File: src/rtl/traffic_phase_ctrl_if.sv
// traffic_phase_ctrl_if: request inputs and lamp/status outputs of the phase controller.
//   master: drives req/actuated/flash, observes lamps and status (board logic, bench)
//   slave : the controller itself
interface traffic_phase_ctrl_if #(
    parameter int unsigned NUM_PHASES = 2,
    parameter int unsigned TIMER_W    = 6
);
    localparam int unsigned PW = (NUM_PHASES <= 2) ? 1 : $clog2(NUM_PHASES);

    logic [NUM_PHASES-1:0] req;
    logic                  actuated;
    logic                  flash;
    logic [NUM_PHASES-1:0] green;
    logic [NUM_PHASES-1:0] yellow;
    logic [NUM_PHASES-1:0] red;
    logic [PW-1:0]         active_phase;
    logic [TIMER_W-1:0]    elapsed;
    logic [NUM_PHASES-1:0] pending;
    logic                  tick;

    modport master (
        output req, actuated, flash,
        input  green, yellow, red, active_phase, elapsed, pending, tick
    );

    modport slave (
        input  req, actuated, flash,
        output green, yellow, red, active_phase, elapsed, pending, tick
    );
endinterface

File: src/rtl/traffic_phase_ctrl.sv
// traffic_phase_ctrl: N-phase traffic signal controller with fixed-time and
// actuated modes, flash mode and a tick prescaler.
//   CLK100MHZ : system clock
//   reset_n   : asynchronous active-low reset
//   bus       : req/actuated/flash in; green/yellow/red lamps, active_phase,
//               elapsed, pending, tick out
module traffic_phase_ctrl #(
    parameter int unsigned NUM_PHASES = 2,
    parameter int unsigned TICK_DIV   = 100_000_000,
    parameter int unsigned TIMER_W    = 6,
    parameter int unsigned GREEN_MIN  = 4,
    parameter int unsigned GREEN_MAX  = 8,
    parameter int unsigned YELLOW_T   = 2,
    parameter int unsigned ALLRED_T   = 2
) (
    input  logic                CLK100MHZ,
    input  logic                reset_n,
    traffic_phase_ctrl_if.slave bus
);
    localparam int unsigned PW = (NUM_PHASES <= 2) ? 1 : $clog2(NUM_PHASES);
    localparam int unsigned CW = $clog2(TICK_DIV);

    localparam logic [CW-1:0]      TICK_END   = CW'(TICK_DIV - 1);
    localparam logic [TIMER_W-1:0] ALLRED_END = TIMER_W'(ALLRED_T - 1);
    localparam logic [TIMER_W-1:0] YELLOW_END = TIMER_W'(YELLOW_T - 1);
    localparam logic [TIMER_W-1:0] GMIN_END   = TIMER_W'(GREEN_MIN - 1);
    localparam logic [TIMER_W-1:0] GMAX_END   = TIMER_W'(GREEN_MAX - 1);
    localparam logic [PW-1:0]      LAST_PH    = PW'(NUM_PHASES - 1);

    typedef enum logic [1:0] {
        S_ALLRED = 2'd0,
        S_GREEN  = 2'd1,
        S_YELLOW = 2'd2,
        S_FLASH  = 2'd3
    } state_t;

    state_t                state, state_nxt;
    logic [PW-1:0]         phase, phase_nxt, next_pick;
    logic [TIMER_W-1:0]    elapsed, elapsed_nxt;
    logic [CW-1:0]         presc, presc_nxt;
    logic [NUM_PHASES-1:0] pending, pending_nxt;
    logic                  blink, blink_nxt;
    logic                  move;
    logic                  tick_w;
    logic                  green_done;
    logic [NUM_PHASES-1:0] phase_mask;

    assign tick_w     = (presc == TICK_END);
    assign phase_mask = NUM_PHASES'(1) << phase;

    // GREEN exit: flash pre-empts; actuated needs a conflicting request
    always_comb begin
        logic other;
        logic min_ok;
        logic max_ok;
        other  = |(pending & ~phase_mask);
        min_ok = (elapsed >= GMIN_END);
        max_ok = (elapsed >= GMAX_END);
        if (bus.flash) begin
            green_done = 1'b1;
        end else if (bus.actuated) begin
            green_done = other && ((min_ok && ((bus.req & phase_mask) == '0)) || max_ok);
        end else begin
            green_done = max_ok;
        end
    end

    // Next phase to serve: circular search for a pending phase in actuated mode
    always_comb begin
        logic                  found;
        logic [NUM_PHASES-1:0] sh;
        int unsigned           idx;
        found     = 1'b0;
        sh        = '0;
        idx       = 0;
        next_pick = (phase >= LAST_PH) ? '0 : phase + PW'(1);
        if (bus.actuated) begin
            for (int unsigned k = 1; k <= NUM_PHASES; k++) begin
                idx = (32'(phase) + k) % NUM_PHASES;
                sh  = pending >> idx;
                if (!found && sh[0]) begin
                    found     = 1'b1;
                    next_pick = PW'(idx);
                end
            end
        end
    end

    // Next-state, counters and request latch
    always_comb begin
        state_nxt   = state;
        phase_nxt   = phase;
        blink_nxt   = blink;
        move        = 1'b0;
        presc_nxt   = presc;
        elapsed_nxt = elapsed;
        pending_nxt = pending;

        case (state)
            S_ALLRED: begin
                if (tick_w && elapsed >= ALLRED_END) begin
                    move = 1'b1;
                    if (bus.flash) begin
                        state_nxt = S_FLASH;
                        blink_nxt = 1'b1;
                    end else begin
                        state_nxt = S_GREEN;
                        phase_nxt = next_pick;
                    end
                end
            end
            S_GREEN: begin
                if (tick_w && green_done) begin
                    move      = 1'b1;
                    state_nxt = S_YELLOW;
                end
            end
            S_YELLOW: begin
                if (tick_w && elapsed >= YELLOW_END) begin
                    move      = 1'b1;
                    state_nxt = S_ALLRED;
                end
            end
            S_FLASH: begin
                if (tick_w) begin
                    if (!bus.flash) begin
                        move      = 1'b1;
                        state_nxt = S_ALLRED;
                        phase_nxt = LAST_PH;
                    end else begin
                        blink_nxt = ~blink;
                    end
                end
            end
            default: begin
                move      = 1'b1;
                state_nxt = S_ALLRED;
            end
        endcase

        if (move) begin
            presc_nxt   = '0;
            elapsed_nxt = '0;
        end else begin
            presc_nxt = tick_w ? '0 : presc + CW'(1);
            if (tick_w && elapsed != '1) begin
                elapsed_nxt = elapsed + TIMER_W'(1);
            end
        end

        // The phase being served in GREEN does not latch its own request
        pending_nxt = pending | (bus.req & ((state == S_GREEN) ? ~phase_mask : '1));
        if (move && state_nxt == S_GREEN) begin
            pending_nxt = pending_nxt & ~(NUM_PHASES'(1) << phase_nxt);
        end
    end

    // State and datapath registers
    always_ff @(posedge CLK100MHZ or negedge reset_n) begin
        if (!reset_n) begin
            state   <= S_ALLRED;
            phase   <= LAST_PH;
            elapsed <= '0;
            presc   <= '0;
            pending <= '0;
            blink   <= 1'b1;
        end else begin
            state   <= state_nxt;
            phase   <= phase_nxt;
            elapsed <= elapsed_nxt;
            presc   <= presc_nxt;
            pending <= pending_nxt;
            blink   <= blink_nxt;
        end
    end

    // Moore lamp decode
    always_comb begin
        bus.green  = '0;
        bus.yellow = '0;
        bus.red    = '0;
        case (state)
            S_GREEN: begin
                bus.green = phase_mask;
                bus.red   = ~phase_mask;
            end
            S_YELLOW: begin
                bus.yellow = phase_mask;
                bus.red    = ~phase_mask;
            end
            S_FLASH: begin
                bus.yellow = NUM_PHASES'(blink);
                bus.red    = blink ? ~NUM_PHASES'(1) : '0;
            end
            default: begin
                bus.red = '1;
            end
        endcase
    end

    assign bus.active_phase = phase;
    assign bus.elapsed      = elapsed;
    assign bus.pending      = pending;
    assign bus.tick         = tick_w;
endmodule

File: src/flat_wrapper.sv
// flat-port wrapper written by rule: the top's interface ports become plain ports
module traffic_phase_ctrl_flat 
#(
    parameter int unsigned NUM_PHASES = 2,
    parameter int unsigned TICK_DIV   = 100_000_000,
    parameter int unsigned TIMER_W    = 6,
    parameter int unsigned GREEN_MIN  = 4,
    parameter int unsigned GREEN_MAX  = 8,
    parameter int unsigned YELLOW_T   = 2,
    parameter int unsigned ALLRED_T   = 2
)
  (CLK100MHZ, reset_n, bus_req, bus_actuated, bus_flash, bus_green, bus_yellow, bus_red, bus_active_phase, bus_elapsed, bus_pending, bus_tick);
  traffic_phase_ctrl_if #(.NUM_PHASES(NUM_PHASES), .TIMER_W(TIMER_W)) bus_i ();
  input  logic CLK100MHZ;
  input  logic reset_n;
  input wire logic [$bits(bus_i.req)-1:0] bus_req;
  input wire logic [$bits(bus_i.actuated)-1:0] bus_actuated;
  input wire logic [$bits(bus_i.flash)-1:0] bus_flash;
  output wire logic [$bits(bus_i.green)-1:0] bus_green;
  output wire logic [$bits(bus_i.yellow)-1:0] bus_yellow;
  output wire logic [$bits(bus_i.red)-1:0] bus_red;
  output wire logic [$bits(bus_i.active_phase)-1:0] bus_active_phase;
  output wire logic [$bits(bus_i.elapsed)-1:0] bus_elapsed;
  output wire logic [$bits(bus_i.pending)-1:0] bus_pending;
  output wire logic [$bits(bus_i.tick)-1:0] bus_tick;
  assign bus_i.req = bus_req;
  assign bus_i.actuated = bus_actuated;
  assign bus_i.flash = bus_flash;
  assign bus_green = bus_i.green;
  assign bus_yellow = bus_i.yellow;
  assign bus_red = bus_i.red;
  assign bus_active_phase = bus_i.active_phase;
  assign bus_elapsed = bus_i.elapsed;
  assign bus_pending = bus_i.pending;
  assign bus_tick = bus_i.tick;
  traffic_phase_ctrl #(.NUM_PHASES(NUM_PHASES), .TICK_DIV(TICK_DIV), .TIMER_W(TIMER_W), .GREEN_MIN(GREEN_MIN), .GREEN_MAX(GREEN_MAX), .YELLOW_T(YELLOW_T), .ALLRED_T(ALLRED_T)) u_core (.CLK100MHZ(CLK100MHZ), .reset_n(reset_n), .bus(bus_i));
endmodule
File: config.mk
export PLATFORM = sky130hd
export DESIGN_NAME = traffic_phase_ctrl_flat
export DESIGN_NICKNAME = d
export VERILOG_FILES = /design/src/rtl/traffic_phase_ctrl_if.sv /design/src/rtl/traffic_phase_ctrl.sv /design/src/flat_wrapper.sv
export SDC_FILE = /design/constraint.sdc
export NUM_CORES = 1
export LEC_CHECK = 0
export BUFFER_PORTS_ARGS = -buffer_cell sky130_fd_sc_hd__buf_2
export CAP_MARGIN = 40
export CORE_MARGIN = 10
export CORE_UTILIZATION = 30
export CTS_BUF_LIST = sky130_fd_sc_hd__clkbuf_8 sky130_fd_sc_hd__clkbuf_16
export DETAILED_ROUTE_END_ITERATION = 7
export GPL_TIMING_DRIVEN = 0
export HOLD_SLACK_MARGIN = 0.03
export PLACE_DENSITY = 0.53
export SLEW_MARGIN = 20
export SYNTH_ARGS = -nofsm -noshare
export SYNTH_HDL_FRONTEND = slang
export SYNTH_SLANG_ARGS = --single-unit
File: constraint.sdc
create_clock -name CLK100MHZ -period 7.4 [get_ports CLK100MHZ]
set_input_delay 1.11 -clock CLK100MHZ [delete_from_list [all_inputs] [get_ports CLK100MHZ]]
set_output_delay 1.11 -clock CLK100MHZ [all_outputs]
set_load 0.05 [all_outputs]
* After elaboration in Yosys (flattened, before gate mapping) *
Index checks and enable logic that the tools add are counted.

word-level totals
  bits in registers = 39
  output and inout bits = 16
  word-level logic and storage cells = 94

operators by class
  reduce and logical (&&, ||, !) cells = 17
  multiplexer cells = 40
  shift operators = 4
  eq/ne operators = 10
  add/sub/neg operators = 5
  magnitude comparators = 4
  bitwise operators = 8

operators with widths
  kind                     count
  $mux W27                 2
  $add A27 B1 Y27 const B  1
  $eq A27 B27 Y1 const B   1
  $mux W1                  20
  $mux W2                  10
  $mux W6                  2
  $and A2 B2 Y2            4
  $pmux W2 S2              2
  $pmux W2 S4              1
  $logic_and A1 B1 Y1      7
  $add A6 B1 Y6 const B    1
  $ge A6 B1 Y1 const B     1
  $ge A6 B2 Y1 const B     1
  $ge A6 B3 Y1 const B     1
  $ne A6 B6 Y1 const B     1
  $reduce_or A2 Y1         3
  $reduce_and A5 Y1        1
  $eq A2 B1 Y1 const B     2
  $eq A2 B2 Y1 const B     2
  $logic_not A2 Y1         2
  $ne A2 B1 Y1 const B     2
  $ne A2 B2 Y1 const B     2
  $not A2 Y2               2
  $pmux W1 S2              2
  10 further kinds         15

* Longest topological paths before layout *
  word-level depth = 15
  gate-level depth with buffers = 10
  depth with buffers taken out = 9

* Worst setup path before layout *
No wires, ideal clock.

  kind = reg-to-output
  start = reg u_core.presc[9]
  end = out bus_tick
  data arrival time = 2.246 ns
  path slack = 4.044 ns
  stages on the path, launching flop included = 5
  data required time = 6.290 ns
  cell sequence = dfrtp_1 or4b_1 or4_4 buf_6 nor2_1

between the ends
  cells in the longest elaborated chain, start to end = 1

RTL lines
  what                    RTL line                   RTL
  from (decl)             traffic_phase_ctrl.sv:40   logic [CW-1:0] presc, presc_nxt;
  from (signal assigned)  traffic_phase_ctrl.sv:171  presc <= presc_nxt;
  $eq A27 B27 Y1          traffic_phase_ctrl.sv:48   assign tick_w = (presc == TICK_END);
  to (decl)               flat_wrapper.sv:25         output wire logic [$bits(bus_i.tick)-1:0] bus_tick;

No other way between the ends.

* Worst setup path in the final report *
Same ends and word-level chain as after synthesis.

==> results.toml <==
[routing]
viasPerCell = 4.874
routedWlPerCell_um = 13.76
drc = 0
antenna_left = 0
drt_iter0_drc = 73
via_count = 1784
dr.pass1.iters = 5
wl_um = 5036

[timing]
finalClockSkew_ns = 0.006768
clock.fmax_mhz = 282.8
worstMarginPinSlew_ns = 0.6668
final-hold-violation-count = 0
min_period_ns = 3.535
maxSlewViolCount = 0
report.final.setup_viol = 0
slew_headroom = 0.5513
tns_ns = 0
setup_slack_ns = 3.865
min_period_over_period = 0.4778
rsz0062_at_grt = "false"
whs_ns = 0.4831

[logic_synthesis]
yosys.area_share.simple = 0.2524
synth_area_leaders = "dfrtp_1 41%, xor2_1 5.5%, ha_1 5.0%, xnor2_1 4.7%, nor2_1 4.5%"
yosysUniqueCellTypes = 48
synth_top_family_by_area = "simple AND/OR/NAND/NOR gates"
synth_compound_area_frac = 0.1109
synthArstFlopShare = 1.000
syn_nets = 251
ys_ff_latch = 39
synth_ff_type = "dfrtp_1"
yosysWarnings = 0
syn_inst = 236
synthAdderAreaFrac = 0.05014
synth_edf_count = 0
synth.area.mux_share = 0.01448
synth_area_mm2 = 0.002246
synth_top_area_frac = 0.4123
seq_area_frac_synth = 0.4357
synth_xor_area_frac = 0.1014
yosysTopAreaCell = "dfrtp_1"
syn_avg_cell_area_um2 = 9.517

[power]
cellPowerDensity_mw_per_mm2 = 154.5
ir_drop_v = 0.00005219
leakage_uw = 0.001176

[global_routing]
grt_overflow_total = 0
grt_antenna_before_repair = 0
gr-usage-met2 = 0.1528
grtUsageTotal = 0.09345
grt_pass1_vias = 1800
grt_pass1_wl_um = 8804
grt_max_degree = 29
use_met3 = 0.02174
use_met1 = 0.1181
busiest_layer = "met2"

[clock_tree]
cts_tree = "built"
post_cts_buffers = 0
clk_latency_ns = 0.29
clockRootBuffer = "clkbuf_8"
cts_hold_buf = 0
cts_buffers = 5
cts_resized = 0
clock_sinks = 39
clock_path_buffers = 2
clkTransAtPathRegs_ns = 0.08
ctsHtreeMaxLevel = 2

[setup_path]
crit_fanout = 10
cp_cell_sequence = "or4b_1 -> or4_4 -> buf_6 -> nor2_1 -> buf_2"
cp_slowest_cell = "or4_4"
critical_path_required_ns = 6.29
cp-start-kind = "flop"
critPathMaxStageDelay_ns = 0.56
arrival_ns = 2.43
path_delay_family = "simple AND/OR/NAND/NOR gates"
timing.reg2reg.setup_slack_ns = 4.50
endpoint_kind = "output pin"
crit_buf_inv = 2
path_class = "flop to output pin"

[floorplanning]
pin_count = 22
die_h_um = 106.5
die_x_um = 106.5
initial_utilization = 0.3096
die-area_mm2 = 0.01135
core_mm2 = 0.007253
rows = 31

[finish]
multi_input_area_mm2 = 0.001189
nFillCells = 774
fin_nets = 281
areaGrowthSynthToFinish_pct = 16.32
drive_gt1_frac = 0.1760
seqCellArea_um2 = 978.4
n_antenna_cell = 0

[place]
numPortBuffers = 21
dp_hpwl_um = 3761
pre_cts_slack_ns = 4.148
gp_congestion = 0.7937

[run]
maxCapViolations = 0

[min_path]
holdCritPathClass = "flop to flop"

[run_status]
status = "finished, final reports clean"
sequential cells by signal, indices dropped and copies added, names as in the netlist:
register and count:
u_core.state 2, u_core.presc 27, u_core.blink 1, u_core.bus.pending 2, u_core.bus.active_phase 1, u_core.bus.elapsed 6
cells by family after synthesis:
group	Yosys count
flops	39
simple gates	105
compound gates	35
fa+ha+maj	9
mux	3
xor+xnor	26
buf+inv	19
area by class of cell:
cell class	count	area share
repair buffers	23	0.04981
clock buffers	5	0.02634
flip-flops and latches	39	0.3745
plain buffers	5	0.01006
multi-input cells	178	0.4550
clock inverters	3	0.01676
inverters	14	0.02011
well taps	99	0.04741
stage by stage:
stage | instances | area, µm² | power [µW] | utilization
2_1_floorplan | 236 | 2246 | 218.4 | -
3_3_place_gp | 356 | 2475 | 225.1 | 0.3412
3_5_place_dp | 357 | 2495 | 226.4 | 0.3440
4_1_cts | 365 | 2608 | 408.8 | 0.3595
5_1_grt | 366 | 2613 | 422.2 | 0.3602
6_report | 366 | 2613 | 403.7 | 0.3602
path summary, 6_finish.rpt:
check                                start               endpoint  cells after the start
setup / recovery           u_core.presc[9]               bus_tick                      5
hold / removal             u_core.presc[0]        u_core.presc[0]                      1
setup reg to reg           u_core.presc[9]  u_core.bus.pending[0]                      6
hold reg to reg            u_core.presc[0]        u_core.presc[0]                      1
max in group asynchronous          reset_n       u_core.presc[24]                      2
min in group asynchronous          reset_n       u_core.presc[19]                      1
cell usage after synthesis (2+ instances only):
cell type and number:
xor2_1 14, inv_1 14, nand2_1 20, mux2_2 2, and2_1 3, o21ai_0 9
dfstp_2 2, a21oi_1 9, o211a_1 2, or2_2 2, or3_1 2, o31ai_1 2
nand4_1 4, o41ai_1 2, nor2b_1 4, and3_2 2, nand4b_1 2, xnor2_1 12
nor4_1 4, nor2_1 27, and4_1 3, dfrtp_1 37, and3_1 5, ha_1 9
a31oi_1 2, clkbuf_1 4, nor3_1 5, nand3_1 13
placed cells by master, fill, tap and decap left out, types with 3 or more instances in the layout:
cell / netlist / routed
a21oi_1: 9 / 9
and2_1: 3 / 3
and3_1: 5 / 5
and4_1: 3 / 3
buf_2: 0 / 21
clkbuf_1: 4 / 4
clkbuf_8: 0 / 5
dfrtp_1: 37 / 37
ha_1: 9 / 9
inv_1: 14 / 14
nand2_1: 20 / 20
nand3_1: 13 / 13
nand4_1: 4 / 4
nor2_1: 27 / 27
nor2b_1: 4 / 4
nor3_1: 5 / 5
nor4_1: 4 / 4
o21ai_0: 9 / 9
xnor2_1: 12 / 12
xor2_1: 14 / 14
report_power, final:
group          leakage [µW]       switching, µW  internal (µW)  total (µW)
sequential         0.000476  0.0000000000000426            213         213
combinational      0.000642                5.94           2.78        8.72
clock             0.0000581                81.5            100         182
routing by layer:
metal / vias to the layer above / routed length, µm / share of wire
met1: 859 / 2439 / 0.48
met5: - / 0 / 0
li1: 889 / - / -
met2: 32 / 2351 / 0.47
met3: 4 / 180 / 0.036
met4: 0 / 65 / 0.013
No activity file was read; power rests on OpenSTA's default activity.
